$ cat config.mk
export PLATFORM = sky130hd
export DESIGN_NAME = line_clear_ctrl
export DESIGN_NICKNAME = d
export VERILOG_FILES = /design/src/rtl/line_clear_ctrl.sv
export SDC_FILE = /design/constraint.sdc
export NUM_CORES = 1
export LEC_CHECK = 0
export BUFFER_PORTS_ARGS = -buffer_cell sky130_fd_sc_hd__buf_2
export CORE_AREA = 2 2 203 205
export DETAILED_ROUTE_END_ITERATION = 8
export DIE_AREA = 0 0 205 207
export SYNTH_ARGS = -nofsm -noshare
export SYNTH_HDL_FRONTEND = slang
export SYNTH_SLANG_ARGS = --single-unit
export TNS_END_PERCENT = 20
$ cat constraint.sdc
create_clock -name clk -period 9.3 [get_ports clk]
set_input_delay 1.395 -clock clk [delete_from_list [all_inputs] [get_ports clk]]
set_output_delay 1.395 -clock clk [all_outputs]
set_load 0.02 [all_outputs]
$ cat src/rtl/line_clear_ctrl.sv
// line_clear_ctrl: bottom-up line-clear and compaction sequencer for the column board RAMs,
// plus a whole-board wipe. Define LINE_CLEAR_SCORE_EN to build the score_add logic.
module line_clear_ctrl #(
  parameter int ROWS   = 20,
  parameter int COLS   = 10,
  parameter int DATA_W = 24,
  parameter int ADDR_W = 5
) (
  input  logic                   clk,
  input  logic                   rst_n,
  input  logic                   start,
  input  logic                   clear_all,
  input  logic                   vblank,
  input  logic [COLS*DATA_W-1:0] ram_rdata,
  output logic                   ram_req,
  output logic [ADDR_W-1:0]      ram_row,
  output logic [COLS-1:0]        ram_we,
  output logic [COLS*DATA_W-1:0] ram_wdata,
  output logic                   busy,
  output logic                   done,
  output logic [4:0]             lines_cleared,
  output logic [10:0]            score_add
);

  localparam logic [ADDR_W-1:0] ROW_LAST = ADDR_W'(ROWS - 1);

  typedef enum logic [2:0] {
    S_IDLE,
    S_RD_ADDR,
    S_RD_DATA,
    S_WRITE,
    S_FILL,
    S_DONE
  } state_t;

  state_t                 r_state;
  state_t                 w_state_nxt;
  logic [ADDR_W-1:0]      r_rd_row;
  logic [ADDR_W-1:0]      w_rd_nxt;
  logic [ADDR_W-1:0]      r_wr_row;
  logic [ADDR_W-1:0]      w_wr_nxt;
  logic [4:0]             r_count;
  logic [4:0]             w_count_nxt;
  logic [4:0]             r_lines;
  logic [COLS*DATA_W-1:0] r_row_buf;
  logic                   w_row_full;
  logic                   w_buf_ld;
  logic                   w_ram_state;
  logic                   w_wr_phase;
  logic                   w_rd_last;
  logic                   w_pass_go;

  always_comb begin
    w_row_full = 1'b1;
    for (int c = 0; c < COLS; c++) begin
      if (ram_rdata[c*DATA_W +: DATA_W] == '0) w_row_full = 1'b0;
    end
  end

  assign w_rd_last = (r_rd_row == '0);
  assign w_pass_go = (r_state == S_IDLE) && (start || clear_all);

  // NOTE: every variable gets a default before the case so no path can infer a latch.
  always_comb begin
    w_state_nxt = r_state;
    w_rd_nxt    = r_rd_row;
    w_wr_nxt    = r_wr_row;
    w_count_nxt = r_count;
    w_buf_ld    = 1'b0;
    unique case (r_state)
      S_IDLE: begin
        if (clear_all) begin
          w_state_nxt = S_FILL;
          w_wr_nxt    = ROW_LAST;
          w_count_nxt = '0;
        end else if (start) begin
          w_state_nxt = S_RD_ADDR;
          w_rd_nxt    = ROW_LAST;
          w_wr_nxt    = ROW_LAST;
          w_count_nxt = '0;
        end
      end
      S_RD_ADDR: begin
        if (vblank) w_state_nxt = S_RD_DATA;
      end
      S_RD_DATA: begin
        if (!vblank) begin
          w_state_nxt = S_RD_ADDR;
        end else if (!w_row_full && (r_rd_row != r_wr_row)) begin
          w_state_nxt = S_WRITE;
          w_buf_ld    = 1'b1;
        end else begin
          if (w_row_full) w_count_nxt = r_count + 5'd1;
          else            w_wr_nxt    = r_wr_row - 1'b1;
          w_rd_nxt = r_rd_row - 1'b1;
          // At the top row a full row still leaves rows to zero; an unmoved one leaves none.
          if (!w_rd_last)      w_state_nxt = S_RD_ADDR;
          else if (w_row_full) w_state_nxt = S_FILL;
          else                 w_state_nxt = S_DONE;
        end
      end
      S_WRITE: begin
        if (vblank) begin
          w_wr_nxt    = r_wr_row - 1'b1;
          w_rd_nxt    = r_rd_row - 1'b1;
          w_state_nxt = w_rd_last ? S_FILL : S_RD_ADDR;
        end
      end
      S_FILL: begin
        if (vblank) begin
          w_wr_nxt = r_wr_row - 1'b1;
          if (r_wr_row == '0) w_state_nxt = S_DONE;
        end
      end
      S_DONE:  w_state_nxt = S_IDLE;
      default: w_state_nxt = S_IDLE;
    endcase
  end

  // NOTE: state registers use non-blocking assignments so every flop samples pre-edge values.
  always_ff @(posedge clk or negedge rst_n) begin
    if (!rst_n) begin
      r_state  <= S_IDLE;
      r_rd_row <= ROW_LAST;
      r_wr_row <= ROW_LAST;
      r_count  <= '0;
      r_lines  <= '0;
    end else begin
      r_state  <= w_state_nxt;
      r_rd_row <= w_rd_nxt;
      r_wr_row <= w_wr_nxt;
      r_count  <= w_count_nxt;
      if (w_pass_go)                   r_lines <= '0;
      else if (w_state_nxt == S_DONE)  r_lines <= w_count_nxt;
    end
  end

  // NOTE: the row buffer is pure datapath, always loaded before use, so it has no reset.
  always_ff @(posedge clk) begin
    if (w_buf_ld) r_row_buf <= ram_rdata;
  end

  assign w_ram_state = (r_state == S_RD_ADDR) || (r_state == S_RD_DATA) ||
                       (r_state == S_WRITE)   || (r_state == S_FILL);
  assign w_wr_phase  = (r_state == S_WRITE) || (r_state == S_FILL);

  assign busy          = w_ram_state;
  assign done          = (r_state == S_DONE);
  assign ram_req       = w_ram_state & vblank;
  assign ram_row       = !ram_req ? '0 : (w_wr_phase ? r_wr_row : r_rd_row);
  assign ram_we        = (ram_req && w_wr_phase) ? {COLS{1'b1}} : '0;
  assign ram_wdata     = (ram_req && (r_state == S_WRITE)) ? r_row_buf : '0;
  assign lines_cleared = r_lines;

`ifdef LINE_CLEAR_SCORE_EN
  logic [10:0] r_score;

  function automatic logic [10:0] score_of(input logic [4:0] lines);
    case (lines)
      5'd1:    return 11'd40;
      5'd2:    return 11'd100;
      5'd3:    return 11'd300;
      5'd4:    return 11'd1200;
      default: return 11'd0;
    endcase
  endfunction

  always_ff @(posedge clk or negedge rst_n) begin
    if (!rst_n)                      r_score <= '0;
    else if (w_pass_go)              r_score <= '0;
    else if (w_state_nxt == S_DONE)  r_score <= score_of(w_count_nxt);
  end

  assign score_add = r_score;
`else
  assign score_add = '0;
`endif

endmodule

Yosys cells after proc, flatten, opt, wreduce, memory -nomap -nowiden
Index checks and enable logic that the tools add are counted.
{"block": "op_classes", "addsub": 3, "n_mul": 0, "n_div": 0, "order_cmp": 0, "eq_ne": 15, "shifts": 0, "mux": 49, "bitwise_logic": 1, "reduce_logical": 29}
{"op": "logical NOT 24 bit", "n": 10}
{"op": "two-way mux 240 bit", "n": 1}
{"op": "two-way mux 5 bit", "n": 19}
{"op": "two-way mux 3 bit", "n": 10}
{"op": "case mux 5 bit (3 select lines)", "n": 2}
{"op": "case mux 3 bit (5 select lines)", "n": 1}
{"op": "two-way mux 1 bit", "n": 14}
{"op": "inequality test 2 bit, second input constant", "n": 6}
{"op": "AND reduction 6 bit", "n": 2}
{"op": "logical NOT 5 bit", "n": 2}
{"op": "two-way mux 10 bit", "n": 1}
{"op": "case mux 5 bit (2 select lines)", "n": 1}
{"op": "subtractor 5 x 1 -> 5 bit, second input constant", "n": 2}
{"op": "equality test 3 bit, second input constant", "n": 3}
{"op": "equality test 3 x 2 -> 1 bit, second input constant", "n": 2}
{"op": "nonzero test 3 bit", "n": 2}
{"op": "adder 5 x 1 -> 5 bit, second input constant", "n": 1}
{"op": "logical OR 1 bit", "n": 5}
{"op": "inequality test 5 bit", "n": 1}
{"op": "logical AND 1 bit", "n": 4}
{"op": "equality test 3 x 1 -> 1 bit, second input constant", "n": 1}
{"op": "logical NOT 3 bit", "n": 1}
{"op": "inequality test 3 bit, second input constant", "n": 1}
{"op": "inequality test 2 x 1 -> 1 bit, second input constant", "n": 1}
{"op": "4 further kinds", "n": 4}
{"block": "word_totals", "reg_bits": 263, "latchBits": 0, "ramBits": 0, "romBits": 0, "out_inout_bits": 274, "word_cells": 103, "n_memories": 0}

Longest topological paths before layout
{"block": "depth", "word_depth": 19, "mapped_depth": 10, "mapped_depth_nobuf": 9}

Least setup slack after synthesis
No wires, ideal clock.
{"block": "synth_timing", "kind": "in2reg", "start": "input ram_rdata[91]", "end": "register r_row_buf[0] (enable)", "setup_time_ps": 632, "arrival_time_ps": 8007, "required_ps": 8668, "path_slack_ps": 660, "path_stages": 7, "path_buffers": 1, "cell_sequence": "nor4_1 -> nand4_1 -> nor2_1 -> nor4_2 -> nand4_2 -> clkbuf_1 -> and3_1"}
{"block": "synth_via", "elab_chain_cells": 13}
{"item": "from (decl)", "line_no": "14", "source": "input logic [COLS*DATA_W-1:0] ram_rdata,"}
{"item": "logical NOT 24 bit", "line_no": "56", "source": "if (ram_rdata[c*DATA_W +: DATA_W] == '0) w_row_full = 1'b0;"}
{"item": "two-way mux 1 bit (7 in series)", "line_no": "56"}
{"item": "logical NOT 1 bit", "line_no": "89", "source": "end else if (!w_row_full && (r_rd_row != r_wr_row)) begin"}
{"item": "logical AND 1 bit", "line_no": "89"}
{"item": "two-way mux 1 bit", "line_no": "89"}
{"item": "two-way mux 1 bit", "line_no": "87", "source": "if (!vblank) begin"}
{"item": "two-way mux 1 bit", "line_no": "70", "source": "unique case (r_state)"}
{"item": "via w_buf_ld", "line_no": "47", "source": "logic w_buf_ld;"}
{"item": "to (signal assigned)", "line_no": "140", "source": "if (w_buf_ld) r_row_buf <= ram_rdata;"}
{"item": "to (decl)", "line_no": "45", "source": "logic [COLS*DATA_W-1:0] r_row_buf;"}
The timed path passes the listed nets, and every way through them passes these cells.
A chain may end at the register's enable or synchronous reset.

Final worst setup path
{"block": "layout_timing", "start": "register r_state[0]", "end": "output ram_wdata[235]"}
{"block": "layout_via", "elab_chain_cells": 7}
{"item": "from (decl)", "line_no": "36", "source": "state_t r_state;"}
{"item": "from (signal assigned)", "line_no": "129", "source": "r_state <= w_state_nxt;"}
{"item": "equality test 3 x 1 -> 1 bit or equality test 3 x 2 -> 1 bit (tied branches)", "line_no": "143", "source": "assign w_ram_state = (r_state == S_RD_ADDR) || (r_state == S_RD_DATA) ||"}
{"item": "logical OR 1 bit (2 in series)", "line_no": "143"}
{"item": "logical OR 1 bit", "line_no": "144", "source": "(r_state == S_WRITE) || (r_state == S_FILL);"}
{"item": "bitwise AND 1 bit", "line_no": "149", "source": "assign ram_req = w_ram_state & vblank;"}
{"item": "logical AND 1 bit (*)", "line_no": "152", "source": "assign ram_wdata = (ram_req && (r_state == S_WRITE)) ? r_row_buf : '0;"}
{"item": "two-way mux 240 bit (*)", "line_no": "152"}
{"item": "to (decl)", "line_no": "18", "source": "output logic [COLS*DATA_W-1:0] ram_wdata,"}
Every way passes the cells marked *; elsewhere a longest branch is shown, timed or not.

==> impl_metrics.py <==
metrics = {
    "floorplanning": {
        "die_h_um": 207,
        "core_area_um2": 40400,
        "row_count": 74,
        "dieArea_um2": 42400,
        "die_x_um": 205,
        "start_util_pct": 27.7,
        "ios": 519,
    },
    "detailed_routing": {
        "routed-via-count": 8487,
        "finalWirelength_mm": 35.9,
        "drt_iter0_drc": 599,
        "antenna_left": 0,
        "drt-vias-per-instance": 4.53,
        "firstDrtPassIters": 5,
        "post_drt_wl_per_cell_um": 19.1,
        "drc_errors": 0,
    },
    "sta": {
        "min_period_ns": 5.15,
        "skew_ns": 0.0204,
        "period_share_pct": 55.3,
        "hold_viol_final": 0,
        "finalSetupTns_ns": 0,
        "finalSetupViolations": 0,
        "rsz0062_at_grt": "false",
        "fmax_mhz": 194,
        "tightest_slew_ns": 1.05,
        "slew_headroom_pct": 30.0,
        "slew_violations": 0,
    },
    "logic_synthesis": {
        "synth.area.mux_share_pct": 1.10,
        "synth_edf_count": 240,
        "synth_top_area_cell": "edfxtp_1",
        "synth_adder_area_share_pct": 0.447,
        "mappedNetlistArea_um2": 11200,
        "yosysSeqAreaShare_pct": 69.6,
        "synth_top_family_by_area": "simple AND/OR/NAND/NOR gates",
        "yosys_warnings": 0,
        "yosysUniqueCellTypes": 53,
        "synthArstFlopShare_pct": 8.75,
        "synthTopCellsByArea": "edfxtp_1 (64%), and2_1 (14%), dfrtp_1 (3.8%)",
        "synthXorXnorAreaFrac_pct": 0.548,
        "synth-seq-cells": 263,
        "synth_compound_area_share_pct": 2.90,
        "avgSynthCellArea_um2": 13.6,
        "ys.flop_type": "edfxtp_1",
        "synth_top_area_share_pct": 64.4,
        "synth_cells": 823,
        "yosys.area_share.simple_pct": 22.4,
    },
    "critical_path": {
        "crit_path_start_kind": "flip-flop",
        "crit_type": "flip-flop to output port",
        "arrival_ns": 3.75,
        "critPathSlowestCell": "dfrtp_1",
        "path_cells": "clkinv_1 > nor2_1 > and3_4 > buf_4 > and2_1 > buf_2",
        "critPathMaxFanout": 125,
        "cp.required_ns": 7.91,
        "critical-path-max-stage-delay_ns": 0.71,
        "cp-end-kind": "output port",
    },
    "grt": {
        "grt_pass1_wl_mm": 51.5,
        "antenna_found_initial": 6,
        "grt_pass1_vias": 8282,
        "grt_max_degree": 136,
        "overflow": 0,
        "grt_usage_pct": 16.1,
    },
    "clock_network": {
        "cts-resized-gates": 0,
        "postCtsSetupBuffers": 0,
        "cts_tree": "yes",
        "clk_pin_slew_ns": 0.06,
        "clk_latency_ns": 0.57,
        "clock_sinks": 263,
        "cts_hold_buf": 0,
        "htree_levels": 1,
        "cts_buffer_depth": 3,
        "cts_buffers": 30,
        "cts-root-buf": "clkbuf_16",
    },
    "power_and_ir_drop": {
        "ir_drop_v": 0.000131,
        "power_density_nw_per_um2": 186,
        "p_leak_uw": 0.00656,
    },
    "outcome": {
        "run_status": "completed",
    },
    "place": {
        "place.gp.congestion": 0.910,
        "port_buffers": 507,
        "dp_hpwl_mm": 27.5,
        "placedCellCount": 1818,
    },
    "run": {
        "max_cap_viol_count": 0,
    },
    "cells_and_area": {
        "final-instance-count-excl-fill": 1875,
        "drive_gt1_share_pct": 42.9,
        "nets": 1567,
        "area_delta_synth_final_pct": 35.1,
    },
    "min_path": {
        "min_path_type": "flip-flop to flip-flop",
    },
}
==> cells in the final DEF (no fill, tap or decap), types with 7 or more instances in the layout <==
cell and n:
a21oi_1 15, and2_1 245, buf_2 507, clkbuf_16 30
clkinv_1 8, conb_1 11, dfrtp_1 17, edfxtp_1 240
inv_1 8, nand2_1 24, nand3_1 8, nand4_1 7
nor2_1 35, nor3_1 10, nor4_1 61, o21ai_0 12
==> per-stage QoR <==
step	total power, uW	worst slack, ns	utilization (%)	cell area, um^2	hold slack (ns)
3_3_place_gp	1710	4.41	35.1	14200	0.500
2_1_floorplan	1600	0.660	-	11200	0.472
6_report	2810	4.15	37.4	15100	0.523
4_1_cts	2850	4.16	37.4	15100	0.520
3_5_place_dp	1720	4.36	35.1	14200	0.513
5_1_grt	2940	3.91	37.4	15100	0.561
==> sequential cells by signal, summed over array words and instances, names as in the netlist <==
register and count:
lines_cleared 5, r_count 5, r_rd_row 5, r_row_buf 240, r_state 3, r_wr_row 5
==> critical path: cells and delay by family, from the launching register on <==
family | cells | cell delay (ns)
buffers and inverters | 3 | 1.30
flip-flops | 1 | 0.71
AND/OR/NAND/NOR | 3 | 0.99
==> report_power, final <==
part	internal (uW)	switching, uW	leakage [uW]
Combinational	135	180	0.00367
Sequential	1330	52.7	0.00245
Clock	644	476	0.000450
Total	2100	708	0.00656
==> metal layers <==
layer	vias to the layer above	GRT usage [%]	wire [um]
met5	-	0	25
li1	3963	-	-
met3	69	3.89	3070
met4	4	5.26	1010
met2	411	27.2	17400
met1	4040	20.1	14400
==> cells by family (layout without fill, tap and decap cells) <==
family / Yosys count / after routing
AOI/OAI and AO/OA: 51 / 51
DFF: 263 / 263
other: 1 / 14
muxes: 11 / 11
xor gates and xnor gates: 7 / 7
buffers and inverters: 67 / 574
adders and majority gates: 4 / 4
and+or+nand+nor: 419 / 419
==> final timing paths <==
path | from | endpoint | slack (ns) | cells past startpoint
worst min-delay path | r_count[2]$_DFF_PN0_ | r_count[2]$_DFF_PN0_ | 0.52 | 1
min in group asynchronous | rst_n | r_wr_row[2]$_DFFE_PN0P_ | 0.82 | 1
worst max register to register | r_state[1]$_DFF_PN0_ | r_row_buf[109]$_DFFE_PP_ | 5.68 | 5
worst min register to register | r_count[2]$_DFF_PN0_ | r_count[2]$_DFF_PN0_ | 0.52 | 1
max in group asynchronous | rst_n | r_rd_row[0]$_DFFE_PN1P_ | 8.10 | 1
worst max-delay path | r_state[0]$_DFF_PN0_ | ram_wdata[235] | 4.15 | 6
==> synthesized netlist by cell type (6+ instances only) <==
cell and number:
clkbuf_1 27, dfrtp_1 17, nor4_1 61, and2_1 245
mux2_2 6, a21oi_1 15, edfxtp_1 240, nand3_1 8
buf_2 6, nand4_1 7, dfstp_2 6, nand2_1 24
inv_1 8, nor2_1 35, buf_4 20, o21ai_0 12
nor3_1 10
==> layout make-up <==
type                            count  area [um^2]
Tap cell                          532          666
Antenna cell                        3         7.51
Timing Repair Buffer              511         2580
Clock inverter                     19          156
Sequential cell                   263         7790
Multi-Input combinational cell    503         3110
Fill cell                        3986        25300
Clock buffer                       35          769
Inverter                            9         33.8
No activity file was read; power rests on OpenSTA's default activity.
